==> config.mk <==
export PLATFORM = sky130hd
export DESIGN_NAME = mandel_scan_ctrl_flat
export DESIGN_NICKNAME = d
export VERILOG_FILES = /design/src/rtl/mandel_scan_ctrl_if.sv /design/src/rtl/mandel_scan_ctrl.sv /design/src/flat_wrapper.sv
export SDC_FILE = /design/constraint.sdc
export NUM_CORES = 1
export LEC_CHECK = 0
export BUFFER_PORTS_ARGS = -buffer_cell sky130_fd_sc_hd__buf_4
export CORE_ASPECT_RATIO = 0.6
export CORE_MARGIN = 5
export CORE_UTILIZATION = 40
export CTS_BUF_LIST = sky130_fd_sc_hd__clkbuf_4
export DETAILED_ROUTE_END_ITERATION = 12
export GPL_TIMING_DRIVEN = 0
export HOLD_SLACK_MARGIN = 0.02
export SKIP_LAST_GASP = 1
export SLEW_MARGIN = 20
export SYNTH_ARGS = -nofsm -noshare
export SYNTH_HDL_FRONTEND = slang
export SYNTH_SLANG_ARGS = --single-unit
==> constraint.sdc <==
create_clock -name clk -period 6.4 [get_ports clk]
set_input_delay 0 -clock clk [delete_from_list [all_inputs] [get_ports clk]]
set_output_delay 0 -clock clk [all_outputs]
set_load 0.02 [all_outputs]
==> src/rtl/mandel_scan_ctrl_if.sv <==
// Pipeline-side and pixel-side bus of the Mandelbrot scan controller.
// master = controller, slave = iteration pipeline plus framebuffer writer.
interface mandel_scan_ctrl_if #(
    parameter int WIDTH = 32,
    parameter int XW    = 10,
    parameter int YW    = 9
);
    logic [WIDTH-1:0] c_real;
    logic [WIDTH-1:0] c_imag;
    logic             c_valid;
    logic             overflow;
    logic [XW-1:0]    pix_x;
    logic [YW-1:0]    pix_y;
    logic             pix_data;
    logic             pix_valid;
    logic             pix_ready;

    modport master (
        output c_real, c_imag, c_valid, pix_x, pix_y, pix_data, pix_valid,
        input  overflow, pix_ready
    );

    modport slave (
        input  c_real, c_imag, c_valid, pix_x, pix_y, pix_data, pix_valid,
        output overflow, pix_ready
    );
endinterface

==> src/rtl/mandel_scan_ctrl.sv <==
// Frame-scan controller: issues viewport points into the fixed-latency pipeline and
// returns results as raster pixels. Optional MANDEL_SCAN_PERFCNT_EN adds stall_cycles.
module mandel_scan_ctrl #(
    parameter int WIDTH      = 32,
    parameter int LATENCY    = 14,
    parameter int H_RES      = 640,
    parameter int V_RES      = 480,
    parameter int XW         = 10,
    parameter int YW         = 9,
    parameter int FIFO_DEPTH = 32
) (
    input  logic             clk,
    input  logic             reset,
    input  logic             start,
    input  logic [WIDTH-1:0] x0,
    input  logic [WIDTH-1:0] y0,
    input  logic [WIDTH-1:0] step,
    output logic             busy,
    output logic             done,
`ifdef MANDEL_SCAN_PERFCNT_EN
    output logic [31:0]      stall_cycles,
`endif
    mandel_scan_ctrl_if.master bus
);
    localparam int AW = $clog2(FIFO_DEPTH);
    localparam int CW = AW + 1;

    typedef enum logic [1:0] {S_IDLE, S_RUN, S_DRAIN} state_t;

    state_t           state, next_state;
    logic [WIDTH-1:0] x0_q, step_q;
    logic [WIDTH-1:0] pt_re, pt_im;
    logic [WIDTH-1:0] c_real_q, c_imag_q;
    logic             c_valid_q;
    logic [XW-1:0]    ix, ox;
    logic [YW-1:0]    iy, oy;
    logic [LATENCY-1:0] sr;
    logic             rs_valid, rs_data;
    logic [CW-1:0]    inflight, count;
    logic [AW-1:0]    wr_ptr, rd_ptr;
    logic             mem [FIFO_DEPTH];
    logic             done_q;

    logic             credit, issue, push, pop, pix_valid;
    logic             last_col, last_row, last_pix;
    logic             start_ok, done_next;

    // A result still in the pipeline or the result register holds a FIFO slot.
    assign credit    = ({1'b0, inflight} + {1'b0, count}) < (CW + 1)'(FIFO_DEPTH);
    assign issue     = (state == S_RUN) && credit;
    assign last_col  = (ix == XW'(H_RES - 1));
    assign last_row  = (iy == YW'(V_RES - 1));
    assign push      = rs_valid;
    assign pix_valid = (count != '0);
    assign pop       = pix_valid && bus.pix_ready;
    assign last_pix  = pop && (ox == XW'(H_RES - 1)) && (oy == YW'(V_RES - 1));

    // NOTE: every signal written here gets a default first, so no latch can be inferred.
    always_comb begin
        next_state = state;
        start_ok   = 1'b0;
        done_next  = 1'b0;
        case (state)
            S_IDLE: begin
                if (start) begin
                    next_state = S_RUN;
                    start_ok   = 1'b1;
                end
            end
            S_RUN: begin
                if (issue && last_col && last_row) next_state = S_DRAIN;
            end
            S_DRAIN: begin
                if (last_pix) begin
                    next_state = S_IDLE;
                    done_next  = 1'b1;
                end
            end
            default: next_state = S_IDLE;
        endcase
    end

    always_ff @(posedge clk) begin
        if (reset) begin
            state     <= S_IDLE;
            done_q    <= 1'b0;
            x0_q      <= '0;
            step_q    <= '0;
            pt_re     <= '0;
            pt_im     <= '0;
            c_real_q  <= '0;
            c_imag_q  <= '0;
            c_valid_q <= 1'b0;
            ix        <= '0;
            iy        <= '0;
            sr        <= '0;
            rs_valid  <= 1'b0;
            rs_data   <= 1'b0;
            inflight  <= '0;
            count     <= '0;
            wr_ptr    <= '0;
            rd_ptr    <= '0;
            ox        <= '0;
            oy        <= '0;
        end else begin
            state     <= next_state;
            done_q    <= done_next;
            c_valid_q <= issue;

            if (start_ok) begin
                x0_q     <= x0;
                step_q   <= step;
                pt_re    <= x0;
                pt_im    <= y0;
                c_real_q <= x0;
                c_imag_q <= y0;
                ix       <= '0;
                iy       <= '0;
            end else if (issue) begin
                c_real_q <= pt_re;
                c_imag_q <= pt_im;
                if (last_col) begin
                    ix    <= '0;
                    iy    <= last_row ? '0 : iy + YW'(1);
                    pt_re <= x0_q;
                    pt_im <= pt_im - step_q;
                end else begin
                    ix    <= ix + XW'(1);
                    pt_re <= pt_re + step_q;
                end
            end

            // Tail of the shift register marks the cycle whose overflow belongs to us.
            sr       <= {sr[LATENCY-2:0], issue};
            rs_valid <= sr[LATENCY-1];
            rs_data  <= ~bus.overflow;

            case ({issue, push})
                2'b10:   inflight <= inflight + CW'(1);
                2'b01:   inflight <= inflight - CW'(1);
                default: inflight <= inflight;
            endcase

            case ({push, pop})
                2'b10:   count <= count + CW'(1);
                2'b01:   count <= count - CW'(1);
                default: count <= count;
            endcase
            if (push) wr_ptr <= wr_ptr + AW'(1);
            if (pop)  rd_ptr <= rd_ptr + AW'(1);

            if (pop) begin
                if (ox == XW'(H_RES - 1)) begin
                    ox <= '0;
                    oy <= (oy == YW'(V_RES - 1)) ? '0 : oy + YW'(1);
                end else begin
                    ox <= ox + XW'(1);
                end
            end
        end
    end

    // NOTE: storage is not reset; clearing the pointers and count empties the FIFO.
    always_ff @(posedge clk) begin
        if (push) mem[wr_ptr] <= rs_data;
    end

`ifdef MANDEL_SCAN_PERFCNT_EN
    logic [31:0] stall_q;

    always_ff @(posedge clk) begin
        if (reset || start_ok)              stall_q <= '0;
        else if (state == S_RUN && !credit) stall_q <= stall_q + 32'd1;
    end

    assign stall_cycles = stall_q;
`endif

    assign busy          = (state != S_IDLE);
    assign done          = done_q;
    assign bus.c_real    = c_real_q;
    assign bus.c_imag    = c_imag_q;
    assign bus.c_valid   = c_valid_q;
    assign bus.pix_x     = ox;
    assign bus.pix_y     = oy;
    assign bus.pix_valid = pix_valid;
    assign bus.pix_data  = pix_valid & mem[rd_ptr];
endmodule

==> src/flat_wrapper.sv <==
// flat-port wrapper written by rule: the top's interface ports become plain ports
module mandel_scan_ctrl_flat 
#(
    parameter int WIDTH      = 32,
    parameter int LATENCY    = 14,
    parameter int H_RES      = 640,
    parameter int V_RES      = 480,
    parameter int XW         = 10,
    parameter int YW         = 9,
    parameter int FIFO_DEPTH = 32
)
  (clk, reset, start, x0, y0, step, busy, done, bus_c_real, bus_c_imag, bus_c_valid, bus_pix_x, bus_pix_y, bus_pix_data, bus_pix_valid, bus_overflow, bus_pix_ready);
  mandel_scan_ctrl_if #(.WIDTH(WIDTH), .XW(XW), .YW(YW)) bus_i ();
  input  logic clk;
  input  logic reset;
  input  logic start;
  input  logic [WIDTH-1:0] x0;
  input  logic [WIDTH-1:0] y0;
  input  logic [WIDTH-1:0] step;
  output logic busy;
  output logic done;
  output wire logic [$bits(bus_i.c_real)-1:0] bus_c_real;
  output wire logic [$bits(bus_i.c_imag)-1:0] bus_c_imag;
  output wire logic [$bits(bus_i.c_valid)-1:0] bus_c_valid;
  output wire logic [$bits(bus_i.pix_x)-1:0] bus_pix_x;
  output wire logic [$bits(bus_i.pix_y)-1:0] bus_pix_y;
  output wire logic [$bits(bus_i.pix_data)-1:0] bus_pix_data;
  output wire logic [$bits(bus_i.pix_valid)-1:0] bus_pix_valid;
  input wire logic [$bits(bus_i.overflow)-1:0] bus_overflow;
  input wire logic [$bits(bus_i.pix_ready)-1:0] bus_pix_ready;
  assign bus_c_real = bus_i.c_real;
  assign bus_c_imag = bus_i.c_imag;
  assign bus_c_valid = bus_i.c_valid;
  assign bus_pix_x = bus_i.pix_x;
  assign bus_pix_y = bus_i.pix_y;
  assign bus_pix_data = bus_i.pix_data;
  assign bus_pix_valid = bus_i.pix_valid;
  assign bus_i.overflow = bus_overflow;
  assign bus_i.pix_ready = bus_pix_ready;
  mandel_scan_ctrl #(.WIDTH(WIDTH), .LATENCY(LATENCY), .H_RES(H_RES), .V_RES(V_RES), .XW(XW), .YW(YW), .FIFO_DEPTH(FIFO_DEPTH)) u_core (.clk(clk), .reset(reset), .start(start), .x0(x0), .y0(y0), .step(step), .busy(busy), .done(done), .bus(bus_i));
endmodule
# After elaboration in Yosys (flattened, before gate mapping)
# Memories as Yosys holds them, arrays and structs flattened. A register that Yosys moved wholly into a read port is not among the register bits.
# Index checks and enable logic that the tools add are counted.
# totals
regBits	272
mem_bits_rw	32
in_bits	101
output_inout_bits	88
word_cells	97
mem_count	1
# classes
n_addsub	13
order_cmp	1
n_eq_ne	13
mux	27
n_bitwise	3
reduce_logical	19
# mem_list
memory	words	word_bits	rd	rd_ports_with_merged_regs	wr	line_no	text
u_core.mem	32	1	1	1	1	mandel_scan_ctrl.sv:41	logic mem [FIFO_DEPTH];
# op_table
cell	count
32-bit two-way mux	10
32-bit adder	1
32-bit subtractor	1
6-bit case mux with 2 select lines	2
10-bit by 1-bit adder with 10-bit output (second input constant)	2
10-bit equality test (second input constant)	2
10-bit two-way mux	2
9-bit by 1-bit adder with 9-bit output (second input constant)	2
9-bit equality test (second input constant)	2
9-bit two-way mux	2
6-bit by 1-bit adder with 6-bit output (second input constant)	2
6-bit by 1-bit subtractor with 6-bit output (second input constant)	2
5-bit by 1-bit adder with 5-bit output (second input constant)	2
5-bit two-way mux	2
2-bit nonzero test	5
6-bit by 6-bit adder with 7-bit output	1
7-bit by 6-bit < comparator with 1-bit output (second input constant)	1
2-bit by 1-bit equality test with 1-bit output (second input constant)	3
2-bit equality test (second input constant)	3
1-bit logical AND	6
2-bit two-way mux	3
2-bit case mux with 3 select lines	1
2-bit AND reduction	3
6-bit nonzero test	1
other kinds (8)	15

# Logic depth before layout (Yosys ltp)
# Gate-level depths: netlist (run 1).
# logic_depth
depth_word	7
depth_mapped	18
ltp_nobuf	16

# Worst setup path after synthesis (run 1)
# No wires, ideal clock.
# synth_path
kind	register to register
start	register u_core.count[1]
end	register u_core.inflight[5]
arrival_time_ps	3336
t_required_ps	6330
path_slack_ps	2993
stages_incl_launch_ff	17
period_less_slack_ps	3407
cell_sequence	dfxtp_1 -> ha_1 -> a31o_2 -> a21oi_1 -> o21a_1 -> inv_1 -> clkbuf_1 -> clkbuf_1 -> ha_1 -> ha_1 -> a21o_1 -> a21oi_1 -> o21bai_1 -> a21oi_1 -> xnor2_1 -> or3_1 -> a21oi_1
# synth_via
elab_chain_cells	5
# synth_rtl
element	line_no	text
from (decl)	mandel_scan_ctrl.sv:39	logic [CW-1:0] inflight, count;
from (signal assigned)	mandel_scan_ctrl.sv:145	2'b10: count <= count + CW'(1);
from (signal assigned)	mandel_scan_ctrl.sv:146	2'b01: count <= count - CW'(1);
from (signal assigned)	mandel_scan_ctrl.sv:147	default: count <= count;
6-bit by 6-bit adder with 7-bit output (*)	mandel_scan_ctrl.sv:49	assign credit = ({1'b0, inflight} + {1'b0, count}) < (CW + 1)'(FIFO_DEPTH);
7-bit by 6-bit < comparator with 1-bit output (*)	mandel_scan_ctrl.sv:49	
1-bit logical AND (*)	mandel_scan_ctrl.sv:50	assign issue = (state == S_RUN) && credit;
2-bit by 1-bit equality test with 1-bit output / 2-bit equality test (equally long branches)	mandel_scan_ctrl.sv:138	case ({issue, push})
6-bit case mux with 2 select lines / 2-bit nonzero test (equally long branches)	--	
to (signal assigned)	mandel_scan_ctrl.sv:139	2'b10: inflight <= inflight + CW'(1);
to (signal assigned)	mandel_scan_ctrl.sv:140	2'b01: inflight <= inflight - CW'(1);
to (signal assigned)	mandel_scan_ctrl.sv:141	default: inflight <= inflight;
to (decl)	mandel_scan_ctrl.sv:39	
# Every way passes the cells marked *; elsewhere a longest branch is shown, timed or not.
# A chain may end at the register's enable or synchronous reset.

# Worst setup path after layout (run 1)
# Same ends and word-level chain as after synthesis.

==> key figures, run 1 <==
GRT
  – Initial antenna violation count: 3
  – Remaining global-route overflow: 0
  – GRT met3 Usage: 0.0828
  – First-pass GRT wire length: 96000 µm
  – Met1 Resource Use GR: 0.419
  – Overall Global Routing Usage: 0.288
  – Largest net degree at the start of global routing: 33
  – Busiest grt layer: met1
  – Number of global-route vias before repair: 15900
  – GR Util met2: 0.405

Layout
  – Area of the multi-input gates: 0.00885 mm²
  – Non-Filler Instances: 2965
  – Area Growth Syn to Fin: 29.2%
  – Nets: 2573
  – Share of layout cells above drive strength 1: 0.148
  – # fillers: 3714
  – Total area of sequential cells: 0.00649 mm²

Route
  – Post-route ant nets: 0
  – Routed vias/inst: 5.62
  – DR DRC count: 0
  – Drt wl/cell: 21.7 µm
  – Vias: 16700
  – DRT Pass-1 Iters: 6
  – DR iter-0 viols: 1914
  – Overall routed net length: 64500 µm

Power
  – Internal: 3.36 mW
  – Clock power share: 0.343
  – Power Total: 5.06 mW
  – Flop pwr share: 0.425
  – Sw Ratio: 0.336
  – Worst VDD drop: 110 µV
  – P_sw: 1.70 mW
  – Leak pwr: 8.29 nW
  – Gate power share: 0.232
  – Cell Pwr Density: 245 mW/mm²

Yosys
  – Avg Cell Area, Syn: 8.22 µm²
  – Synth Cell Area: 0.0160 mm²
  – #FFs+latches synth: 308
  – Synth unique cells: 77
  – Mapped Cells: 1949
  – Synth top area cells: dfxtp_1 (35%), nand2_1 (8.7%), ha_1 (6.7%), edfxtp_1 (6.0%), a21oi_1 (5.7%)
  – Seq/Total Area, Yosys: 0.405
  – Post-synth EDFFs: 32
  – Mapped Nets: 2140
  – Prevailing post-synth register cell: dfxtp_1
  – Post-synth top area cell: dfxtp_1
  – Yosys top cell area share: 0.345
  – Asr flop ratio synth: 0
  – Synth warnings: 0

Place
  – GP Congestion: 0.990
  – DP HPWL: 47400 µm
  – Placed insts: 2659
  – Place WS: 1920 ps
  – IO Port Bufs: 188

Timing
  – Rel. slew slack: 0.226
  – FMAX: 0.216 GHz
  – Max Slew Vio Count: 0
  – Worst slew pin tran: 1160 ps
  – Setup WS post-layout: 1780 ps
  – Final TNS setup: 0 ps
  – Final hold slack: 53.2 ps
  – Final setup viols: 0
  – Final Hold Viols: 0
  – RSZ-0062 raised after global routing: no
  – Fin crit period: 4620 ps
  – Final period util: 0.722
  – Clock Skews: 73.1 ps

Clock network
  – Worst-path clk slew: 80 ps
  – CTS Buffer Depth: 3
  – Root Driver: clkbuf_4
  – Total CTS buffers: 81
  – Clock Latency Late Sink: 820 ps
  – Post-cts sizing count: 0
  – Post-CTS setup repair buffer count: 0
  – Hold-fix buffers, CTS: 162
  – Clock sink total: 308
  – CTS tree: built
  – H-tree lvl count: 3

Die
  – Core Rows: 56
  – Initial core utilization: 0.407
  – Area of the core: 0.0393 mm²
  – Die W: 268 µm
  – Top Ports: 189
  – Die area: 0.0443 mm²
  – Die Ht: 165 µm

Setup path
  – CP Data Arrival Time: 5310 ps
  – Crit end category: flip-flop
  – CP max FO: 10
  – Critical path launch point type: flip-flop
  – Required @ worst endpoint: 7090 ps
  – Setup CP Type: flip-flop to flip-flop

Status
  – Outcome: completed

Flow run
  – Max Cap Violations: 0

Worst hold path
  – HP Class: input port to flip-flop
## logic make-up after synthesis
family                   Yosys count  share of synthesized area
XOR/XNOR                          90                     0.0492
flip-flops                       308                      0.405
adder cells (fa/ha/maj)           90                     0.0722
AND/OR/NAND/NOR                  757                      0.205
AO/OA/AOI/OAI                    505                      0.204
multiplexers                      23                     0.0223
buffers and inverters            176                     0.0423
## Yosys cell counts, types with 30 or more instances
master / n
a21oi_1: 181
a311oi_1: 42
a31oi_1: 48
clkbuf_1: 95
dfxtp_1: 276
edfxtp_1: 32
ha_1: 86
inv_1: 61
nand2_1: 372
nand3_1: 30
nor2_1: 208
o21ai_0: 65
xnor2_1: 38
xor2_1: 52
## critical path: stages, from the launching register on
cell      delay [ps]
dfxtp_1          360
ha_1             300
a31o_2           150
a21oi_1           80
o21a_1           320
inv_1            250
clkbuf_1         500
clkbuf_1         650
ha_1             420
ha_1             280
a21o_1           170
a21oi_1          220
o21bai_1         100
a21oi_1          180
xnor2_1          100
or3_1            310
a21oi_1          150
## cell usage in the layout (no fill, tap or decap), types with 17 or more instances in the layout
cell	n
nor2_1	208
ha_1	86
nand4_1	26
dlygate4sd3_1	162
clkbuf_1	95
nand2_1	372
xor2_1	52
nor3_1	20
a21oi_1	181
a31oi_1	48
a21o_1	26
a311oi_1	42
inv_1	61
dfxtp_1	276
o21bai_1	27
o21ai_0	65
nand3_1	30
xnor2_1	38
o211ai_1	18
clkinv_1	17
nor2b_1	25
nand2b_1	18
buf_4	188
a211oi_1	17
clkbuf_4	118
edfxtp_1	32
## sequential cells by signal, summed over array words and instances, names as in the netlist, 6 cells and up, named ones only
register	count
u_core.bus.c_imag	32
u_core.bus.c_real	32
u_core.bus.pix_x	10
u_core.bus.pix_y	9
u_core.count	6
u_core.inflight	6
u_core.ix	10
u_core.iy	9
u_core.mem	32
u_core.pt_im	32
u_core.pt_re	32
u_core.sr	14
u_core.step_q	32
u_core.x0_q	32
## metal layers
metal,wire (µm),vias up
met1,29600,7883
met2,25900,874
met3,6860,141
met4,2120,0
li1,-,7767
met5,0,-
## worst paths after layout
kind                                       from                 end  slack (ps)  cells after the start
worst min register to register     u_core.sr[7]        u_core.sr[8]         440                      1
worst max register to register  u_core.count[1]  u_core.inflight[5]        1780                     16
worst min-delay path                   step[16]   u_core.step_q[16]          50                      4
worst max-delay path            u_core.count[1]  u_core.inflight[5]        1780                     16
## layout make-up
type                    instances  share of cell area
repair buffers                350               0.147
multi-input cells            1465               0.428
inverters                      61              0.0111
diodes                          3            0.000363
plain buffers                 115              0.0217
clock buffers                 118              0.0428
clock inverters                23             0.00442
flip-flops and latches        308               0.314
well taps                     522              0.0316
## power groups by stage
stage	Sequential [mW]	Clock (mW)	Combinational [mW]
6_report	2.15	1.74	1.17
3_3_place_gp	2.19	0	1.05
2_1_floorplan	2.21	0	0.640
4_1_cts	2.15	1.75	1.14
5_1_grt	2.16	1.86	1.27
3_5_place_dp	2.19	0	1.06
## per-stage QoR
stage               area (µm²)  utilization
CTS                      20700        0.526
floorplan                16000            -
detailed placement       18100        0.460
global placement         18100        0.460
global route             20700        0.526
finish                   20700        0.526
Note: power is estimated with default switching activity, not from simulation.
==> run 2, diff against run 1 <==
--- a/config.mk
+++ b/config.mk
@@ -5,6 +5,7 @@
 export SDC_FILE = /design/constraint.sdc
 export NUM_CORES = 1
 export LEC_CHECK = 0
+export ABC_AREA = 1
 export BUFFER_PORTS_ARGS = -buffer_cell sky130_fd_sc_hd__buf_4
 export CORE_ASPECT_RATIO = 0.6
 export CORE_MARGIN = 5
==> constraint.sdc (replaced) <==
create_clock -name clk -period 4.2 [get_ports clk]
set_input_delay 0 -clock clk [delete_from_list [all_inputs] [get_ports clk]]
set_output_delay 0 -clock clk [all_outputs]
set_load 0.02 [all_outputs]
==> run 2 against run 1 <==
  * Utilization is 1.0 points lower
  * Largest power group unchanged
  * Largest cell class unchanged
  * Highest routed layer unchanged
  * Register-to-register slack worse by 830 ps
  * Cell area is 8.6% higher
  * Combinational power grew to 2.8 times the previous value
==> key figures, run 2 <==
Route
  – DRT Pass-1 Iters: 6 (unchanged)
  – Vias: 19800 (+19%)
  – Drt wl/cell: 19.5 µm (-10%)
  – Routed vias/inst: 5.39 (-4.2%)
  – DR DRC count: 0 (unchanged)
  – Overall routed net length: 71900 µm (+12%)
  – DR iter-0 viols: 2209 (+15%)
  – Post-route ant nets: 0 (unchanged)

Layout
  – Nets: 3230 (+26%)
  – Most common cell after layout, fill and taps aside: nand2_1
  – # fillers: 4398 (+18%)
  – Area of the multi-input gates: 0.00939 mm² (+6.0%)
  – Share of layout cells above drive strength 1: 0.127 (-0.0206)
  – Area Growth Syn to Fin: 26.8%
  – Commonest cells after routing, fill and taps aside: nand2_1 (660), inv_1 (360), dfxtp_1 (276)
  – Total area of sequential cells: 0.00649 mm² (unchanged)
  – Final non-filler cell area: 0.0225 mm² (+8.6%)

Setup path
  – Crit Reg-Reg Endpoint: u_core.inflight[5]
  – CP delay by family, top: adder cells
  – Most common cell on crit path: nand2_1
  – Worst r2r src: u_core.inflight[1]
  – CP max FO: 10 (unchanged)
  – CP cell instances: ha_1 > nand3_1 > nand2_1 > nand2_1 > nand2_1 > nand2_1 > nand2_1 > nand2_2 > nand2_4 > buf_2 > ha_1 > ha_1 > a21oi_1 > nand2_1 > a21o_1 > a21oi_1 > xor2_1 > nand2_1 > a21oi_1
  – Crit path from: u_core.inflight[1]
  – Crit path largest cell delay: 350 ps (-300 ps)
  – Slowest CP cell: dfxtp_1
  – CP Data Arrival Time: 3950 ps (-1360 ps)
  – Critical path launch point type: flip-flop
  – Required @ worst endpoint: 4890 ps (-2200 ps)
  – Crit end category: flip-flop
  – CP Buf/Inv Count: 1 (-2)
  – Setup slack, reg-to-reg: 950 ps (-830 ps)
  – Reg2reg path depth: 19 (+3)
  – Setup CP Type: flip-flop to flip-flop

Timing
  – Setup WS post-layout: 945 ps (-834 ps)
  – Final TNS setup: 0 ps (unchanged)
  – Worst slew pin tran: 1030 ps (-134 ps)
  – RSZ-0062 raised after global routing: no
  – Final setup viols: 0 (unchanged)
  – Max Slew Vio Count: 0 (unchanged)
  – Rel. slew slack: 0.315 (+0.0891)
  – FMAX: 0.307 GHz (+42%)
  – Final Hold Viols: 0 (unchanged)
  – Final period util: 0.775 (+0.0529)
  – Fin crit period: 3250 ps (-1370 ps)
  – Clock Skews: 66.8 ps (-6.27 ps)

Clock network
  – CTS Buffer Depth: 3 (unchanged)
  – Post-cts sizing count: 0 (unchanged)
  – CTS tree: built
  – Clock Latency Late Sink: 830 ps (about the same)
  – Total CTS buffers: 78 (-3.7%)
  – Root Driver: clkbuf_4
  – Worst-path clk slew: 70 ps (about the same)
  – Clock sink total: 308 (unchanged)
  – H-tree lvl count: 3 (unchanged)

Yosys
  – Post-synth EDFFs: 32 (unchanged)
  – Post-synth top area cell: dfxtp_1
  – Prevailing post-synth register cell: dfxtp_1
  – Asr flop ratio synth: 0 (unchanged)
  – Most frequent cell after synthesis: nand2_1
  – Synth unique cells: 57 (-26%)
  – Synth Cell Area: 0.0177 mm² (+11%)
  – Mapped Nets: 2805 (+31%)
  – #FFs+latches synth: 308 (unchanged)
  – Synth top area cells: dfxtp_1 (31%), nand2_1 (14%), inv_1 (7.6%), a21oi_1 (7.2%), o21ai_0 (6.9%)
  – Mapped Cells: 2614 (+34%)
  – Yosys top cell area share: 0.312 (-0.0332)
  – Synth warnings: 0 (unchanged)
  – Avg Cell Area, Syn: 6.78 µm² (-17%)
  – Commonest cells in the netlist: nand2_1 (660), inv_1 (360), dfxtp_1 (276)
  – Seq/Total Area, Yosys: 0.366 (-0.0390)

Die
  – Core Rows: 59 (+5.4%)
  – Area of the core: 0.0436 mm² (+11%)
  – Initial core utilization: 0.407 (-0.000512)
  – Die Ht: 173 µm (+4.9%)
  – Top Ports: 189 (unchanged)
  – Die W: 282 µm (+5.0%)
  – Die area: 0.0488 mm² (+10%)

Power
  – P_sw: 3.76 mW (+120%)
  – Worst VDD drop: 164 µV (+49%)
  – Flop pwr share: 0.368 (-0.057)
  – Power Total: 9.58 mW (+89%)
  – Leak pwr: 10.4 nW (+26%)
  – Cell Pwr Density: 426 mW/mm² (+74%)
  – Sw Ratio: 0.393 (+0.0566)
  – Clock power share: 0.288 (-0.055)
  – Internal: 5.82 mW (+73%)
  – Gate power share: 0.344 (+0.112)

Place
  – IO Port Bufs: 187 (-0.53%)
  – Placed instance area: 0.0199 mm² (+9.8%)
  – DP HPWL: 55600 µm (+17%)
  – Place WS: 975 ps (-949 ps)
  – GP Congestion: 0.952 (-3.8%)

GRT
  – Overall Global Routing Usage: 0.285 (-0.00305)
  – Remaining global-route overflow: 0 (unchanged)
  – First-pass GRT wire length: 108000 µm (+12%)
  – Initial antenna violation count: 4 (+1)
  – Number of global-route vias before repair: 18200 (+15%)
  – Largest net degree at the start of global routing: 33 (unchanged)

Worst hold path
  – Worst Hold Path Cells: 4 (unchanged)
  – HP Class: input port to flip-flop
  – Hold wc startpoint: x0[29]
  – WHS Endpoint: u_core.bus.c_real[29]

Status
  – Outcome: completed

Flow run
  – Max Cap Violations: 0 (unchanged)
## run 2: cell types whose count changed after synthesis, sizes merged, moves of 31 or more
cell / delta
nand2: +297
xor2: -31
inv: +304
o21ai: +181
clkbuf: -43
nand3: +124
a311oi: -42
a21oi: +83
## run 2: power by group through the flow
| stage | logic (mW) | registers, mW | clock network (mW) |
|---|---|---|---|
| 2_1_floorplan | 1.93 | 3.59 | 0 |
| 3_5_place_dp | 3.09 | 3.58 | 0 |
| 6_report | 3.30 | 3.53 | 2.76 |
| 5_1_grt | 3.62 | 3.55 | 2.98 |
| 4_1_cts | 3.22 | 3.52 | 2.80 |
| 3_3_place_gp | 3.04 | 3.57 | 0 |
## run 2: area by class of cell
class / count / share of cell area
Antenna cell: 6 / 0.000668
Tap cell: 579 / 0.0322
Sequential cell: 308 / 0.289
Multi-Input combinational cell: 1843 / 0.418
Buffer: 96 / 0.0209
Clock buffer: 111 / 0.0371
Inverter: 367 / 0.0614
Timing Repair Buffer: 345 / 0.133
Clock inverter: 25 / 0.00852
## run 2: cell families (layout without fill, tap and decap cells)
kind of cell | Yosys count | in the layout | share of synthesized area
AO/OA/AOI/OAI | 599 | 599 | 0.181
XOR/XNOR | 38 | 38 | 0.0188
adder cells (fa/ha/maj) | 90 | 90 | 0.0652
buffers and inverters | 463 | 944 | 0.104
flip-flops | 308 | 308 | 0.366
other | 0 | 6 | 0
AND/OR/NAND/NOR | 1116 | 1116 | 0.265
## run 2: timing repair
| action | CTS | global route |
|---|---|---|
| hold buffers | 158 | 0 |
| setup buffers | 0 | 0 |
| hold endpoints to repair | 240 | 0 |
## run 2: worst max-delay path by stage
stage	depth (start not counted)	slack, ps	endpoint
after floorplan	13	1390	u_core.inflight[5]
after global routing	19	780	u_core.inflight[5]
final	19	950	u_core.inflight[5]
after detailed placement	19	970	u_core.inflight[5]
after global placement	19	1060	u_core.inflight[5]
after CTS	19	970	u_core.inflight[5]
## run 2: per-stage QoR
step,cells,utilization,hold WS (ps)
after CTS,3674,0.516,20.6
final,3680,0.516,61.3
after detailed placement,3380,0.456,158
after global placement,3380,0.456,152
after floorplan,2614,-,66.7
after global routing,3679,0.516,15.1
## run 2: worst min-delay path: cells and delay by family
kind | cells | cell delay [ps]
buffers and inverters | 2 | 640
AOI/OAI and AO/OA | 2 | 200
## run 2: routing by layer
layer,vias up,wire length (µm),part of all wire,global-route usage
met5,-,0,0,0
met4,0,1840,0.026,0.0724
met3,139,6930,0.096,0.0620
met2,941,28400,0.39,0.399
met1,9300,34700,0.48,0.439
li1,9444,-,-,-
==> run 3, diff against run 2 <==
==> constraint.sdc (replaced) <==
create_clock -name clk -period 3.35 [get_ports clk]
set_input_delay 0 -clock clk [delete_from_list [all_inputs] [get_ports clk]]
set_output_delay 0 -clock clk [all_outputs]
set_load 0.02 [all_outputs]
==> run 3 against run 2 <==
  * First-iteration DRC count fell by 0.50%
  * Largest cell class unchanged
  * Cell area unchanged
  * Largest power group unchanged
  * Critical endpoint unchanged
  * Utilization is the same
  * Register-to-register slack worse by 740 ps
==> key figures, run 3 (synthesis gave the netlist of run 2 again) <==
Timing
  – Final hold slack: 63.4 ps (+2.13 ps)
  – Final TNS setup: 0 ps (unchanged)
  – Fin crit period: 3140 ps (-114 ps)
  – Final setup viols: 0 (unchanged)
  – Rel. slew slack: 0.316 (+0.00116)
  – Clock Skews: 62.4 ps (-4.38 ps)
  – Final period util: 0.938 (+0.163)
  – FMAX: 0.318 GHz (+3.6%)
  – Worst slew pin tran: 1030 ps (-1.74 ps)
  – RSZ-0062 raised after global routing: no
  – Final Hold Viols: 0 (unchanged)
  – Max Slew Vio Count: 0 (unchanged)

Power
  – Leak pwr: 10.4 nW (about the same)
  – Worst VDD drop: 206 µV (+25%)
  – Power Total: 12.0 mW (+25%)
  – Cell Pwr Density: 534 mW/mm² (+25%)

GRT
  – Initial antenna violation count: 4 (unchanged)
  – Number of global-route vias before repair: 18200 (unchanged)
  – Overall Global Routing Usage: 0.285 (unchanged)
  – Largest net degree at the start of global routing: 33 (unchanged)
  – First-pass GRT wire length: 108000 µm (unchanged)
  – Remaining global-route overflow: 0 (unchanged)

Layout
  – Share of layout cells above drive strength 1: 0.127 (+0.000323)
  – Most common cell after layout, fill and taps aside: nand2_1
  – Commonest cells after routing, fill and taps aside: nand2_1 (660), inv_1 (360), dfxtp_1 (276)
  – Area Growth Syn to Fin: 26.8% (unchanged)
  – Nets: 3230 (unchanged)
  – Final core occ: 0.516 (unchanged)

Status
  – Outcome: completed

Worst hold path
  – HP Class: input port to flip-flop

Die
  – Core Rows: 59 (unchanged)
  – Die area: 0.0488 mm² (unchanged)
  – Die Ht: 173 µm (unchanged)
  – Area of the core: 0.0436 mm² (unchanged)
  – Top Ports: 189 (unchanged)
  – Die W: 282 µm (unchanged)
  – Initial core utilization: 0.407 (unchanged)

Place
  – GP Congestion: 0.952 (unchanged)
  – DP HPWL: 55600 µm (unchanged)
  – IO Port Bufs: 187 (unchanged)

Route
  – DRT Pass-1 Iters: 6 (unchanged)
  – DR DRC count: 0 (unchanged)
  – Routed vias/inst: 5.38 (about the same)
  – Vias: 19800 (-0.081%)
  – DR iter-0 viols: 2198 (-0.50%)
  – Post-route ant nets: 0 (unchanged)
  – Overall routed net length: 71900 µm (about the same)
  – Drt wl/cell: 19.5 µm (about the same)

Flow run
  – Max Cap Violations: 0 (unchanged)

Clock network
  – Clock Latency Late Sink: 820 ps (about the same)
  – Worst-path clk slew: 70 ps (about the same)
  – Root Driver: clkbuf_4
  – Total CTS buffers: 78 (unchanged)
  – CTS Buffer Depth: 3 (unchanged)
  – Clock sink total: 308 (unchanged)
  – CTS tree: built
  – H-tree lvl count: 3 (unchanged)
  – Post-CTS setup repair buffer count: 0 (unchanged)

Setup path
  – Crit path largest cell delay: 350 ps (about the same)
  – CP delay by family, top: adder cells
  – Slowest CP cell: dfxtp_1
  – Setup CP Type: flip-flop to flip-flop
  – CP Buf/Inv Count: 1 (unchanged)
  – Critical path launch point type: flip-flop
  – Required @ worst endpoint: 4050 ps (-840 ps)
  – Most common cell on crit path: nand2_1
  – CP cell instances: ha_1 > nand3_1 > nand2_1 > nand2_1 > nand2_1 > nand2_1 > nand2_1 > nand2_2 > nand2_4 > buf_2 > ha_2 > ha_1 > a21oi_1 > nand2_1 > a21o_1 > a21oi_1 > xor2_1 > nand2_1 > a21oi_1
  – CP Data Arrival Time: 3840 ps (-110 ps)
  – CP max FO: 10 (unchanged)
  – Crit end category: flip-flop
## run 3: cell count changes in the layout (fill, tap and decap cells not counted), sizes merged
cell / before / now
diode: 6 / 5
## run 3: stage by stage
| step | cells | setup slack (ps) | instance area, µm² |
|---|---|---|---|
| 2_1_floorplan | 2614 | 537 | 17700 |
| 3_3_place_gp | 3380 | 207 | 19900 |
| 3_5_place_dp | 3380 | 125 | 19900 |
| 4_1_cts | 3674 | 115 | 22500 |
| 5_1_grt | 3679 | 33.5 | 22500 |
| 6_report | 3679 | 209 | 22500 |
## run 3: metal layers
metal	wire length [µm]	vias to the layer above	global-route usage
met1	34800	9262	0.439
met3	6940	136	0.0620
li1	-	9445	-
met4	1800	0	0.0724
met2	28400	965	0.399
met5	0	-	0
## run 3: timing repair
item	in CTS	in global routing
resized for setup	0	1
hold buffers	158	0
endpoints found under the setup margin	0	1
endpoints found under the hold margin	240	0
## run 3: layout make-up
| cell class | count | area (µm²) |
|---|---|---|
| Buffer | 96 | 470 |
| Fill cell | 4397 | 21100 |
| Timing Repair Buffer | 345 | 2990 |
| Tap cell | 579 | 724 |
| Antenna cell | 5 | 12.5 |
| Inverter | 367 | 1380 |
| Clock buffer | 111 | 833 |
| Clock inverter | 25 | 191 |
| Multi-Input combinational cell | 1843 | 9390 |
| Sequential cell | 308 | 6490 |
## run 3: final timing paths
| path | from | slack [ps] | to | cells past startpoint |
|---|---|---|---|---|
| hold reg to reg | u_core.sr[6] | 400 | u_core.sr[7] | 2 |
| hold / removal | step[1] | 60 | u_core.step_q[1] | 4 |
| setup reg to reg | u_core.inflight[1] | 210 | u_core.inflight[5] | 19 |
| setup / recovery | u_core.inflight[1] | 210 | u_core.inflight[5] | 19 |
## run 3: power breakdown
| part | internal, mW | leakage (nW) | switching (mW) |
|---|---|---|---|
| Sequential | 4.08 | 2.56 | 0.342 |
| Clock | 1.77 | 0.604 | 1.69 |
| Combinational | 1.45 | 7.25 | 2.68 |
| Total | 7.30 | 10.4 | 4.71 |
## run 3: tightest hold or removal path, stage by stage
cell	delay, ps
dlygate4sd3_1	540
buf_4	110
o21ai_0	70
a21oi_1	110
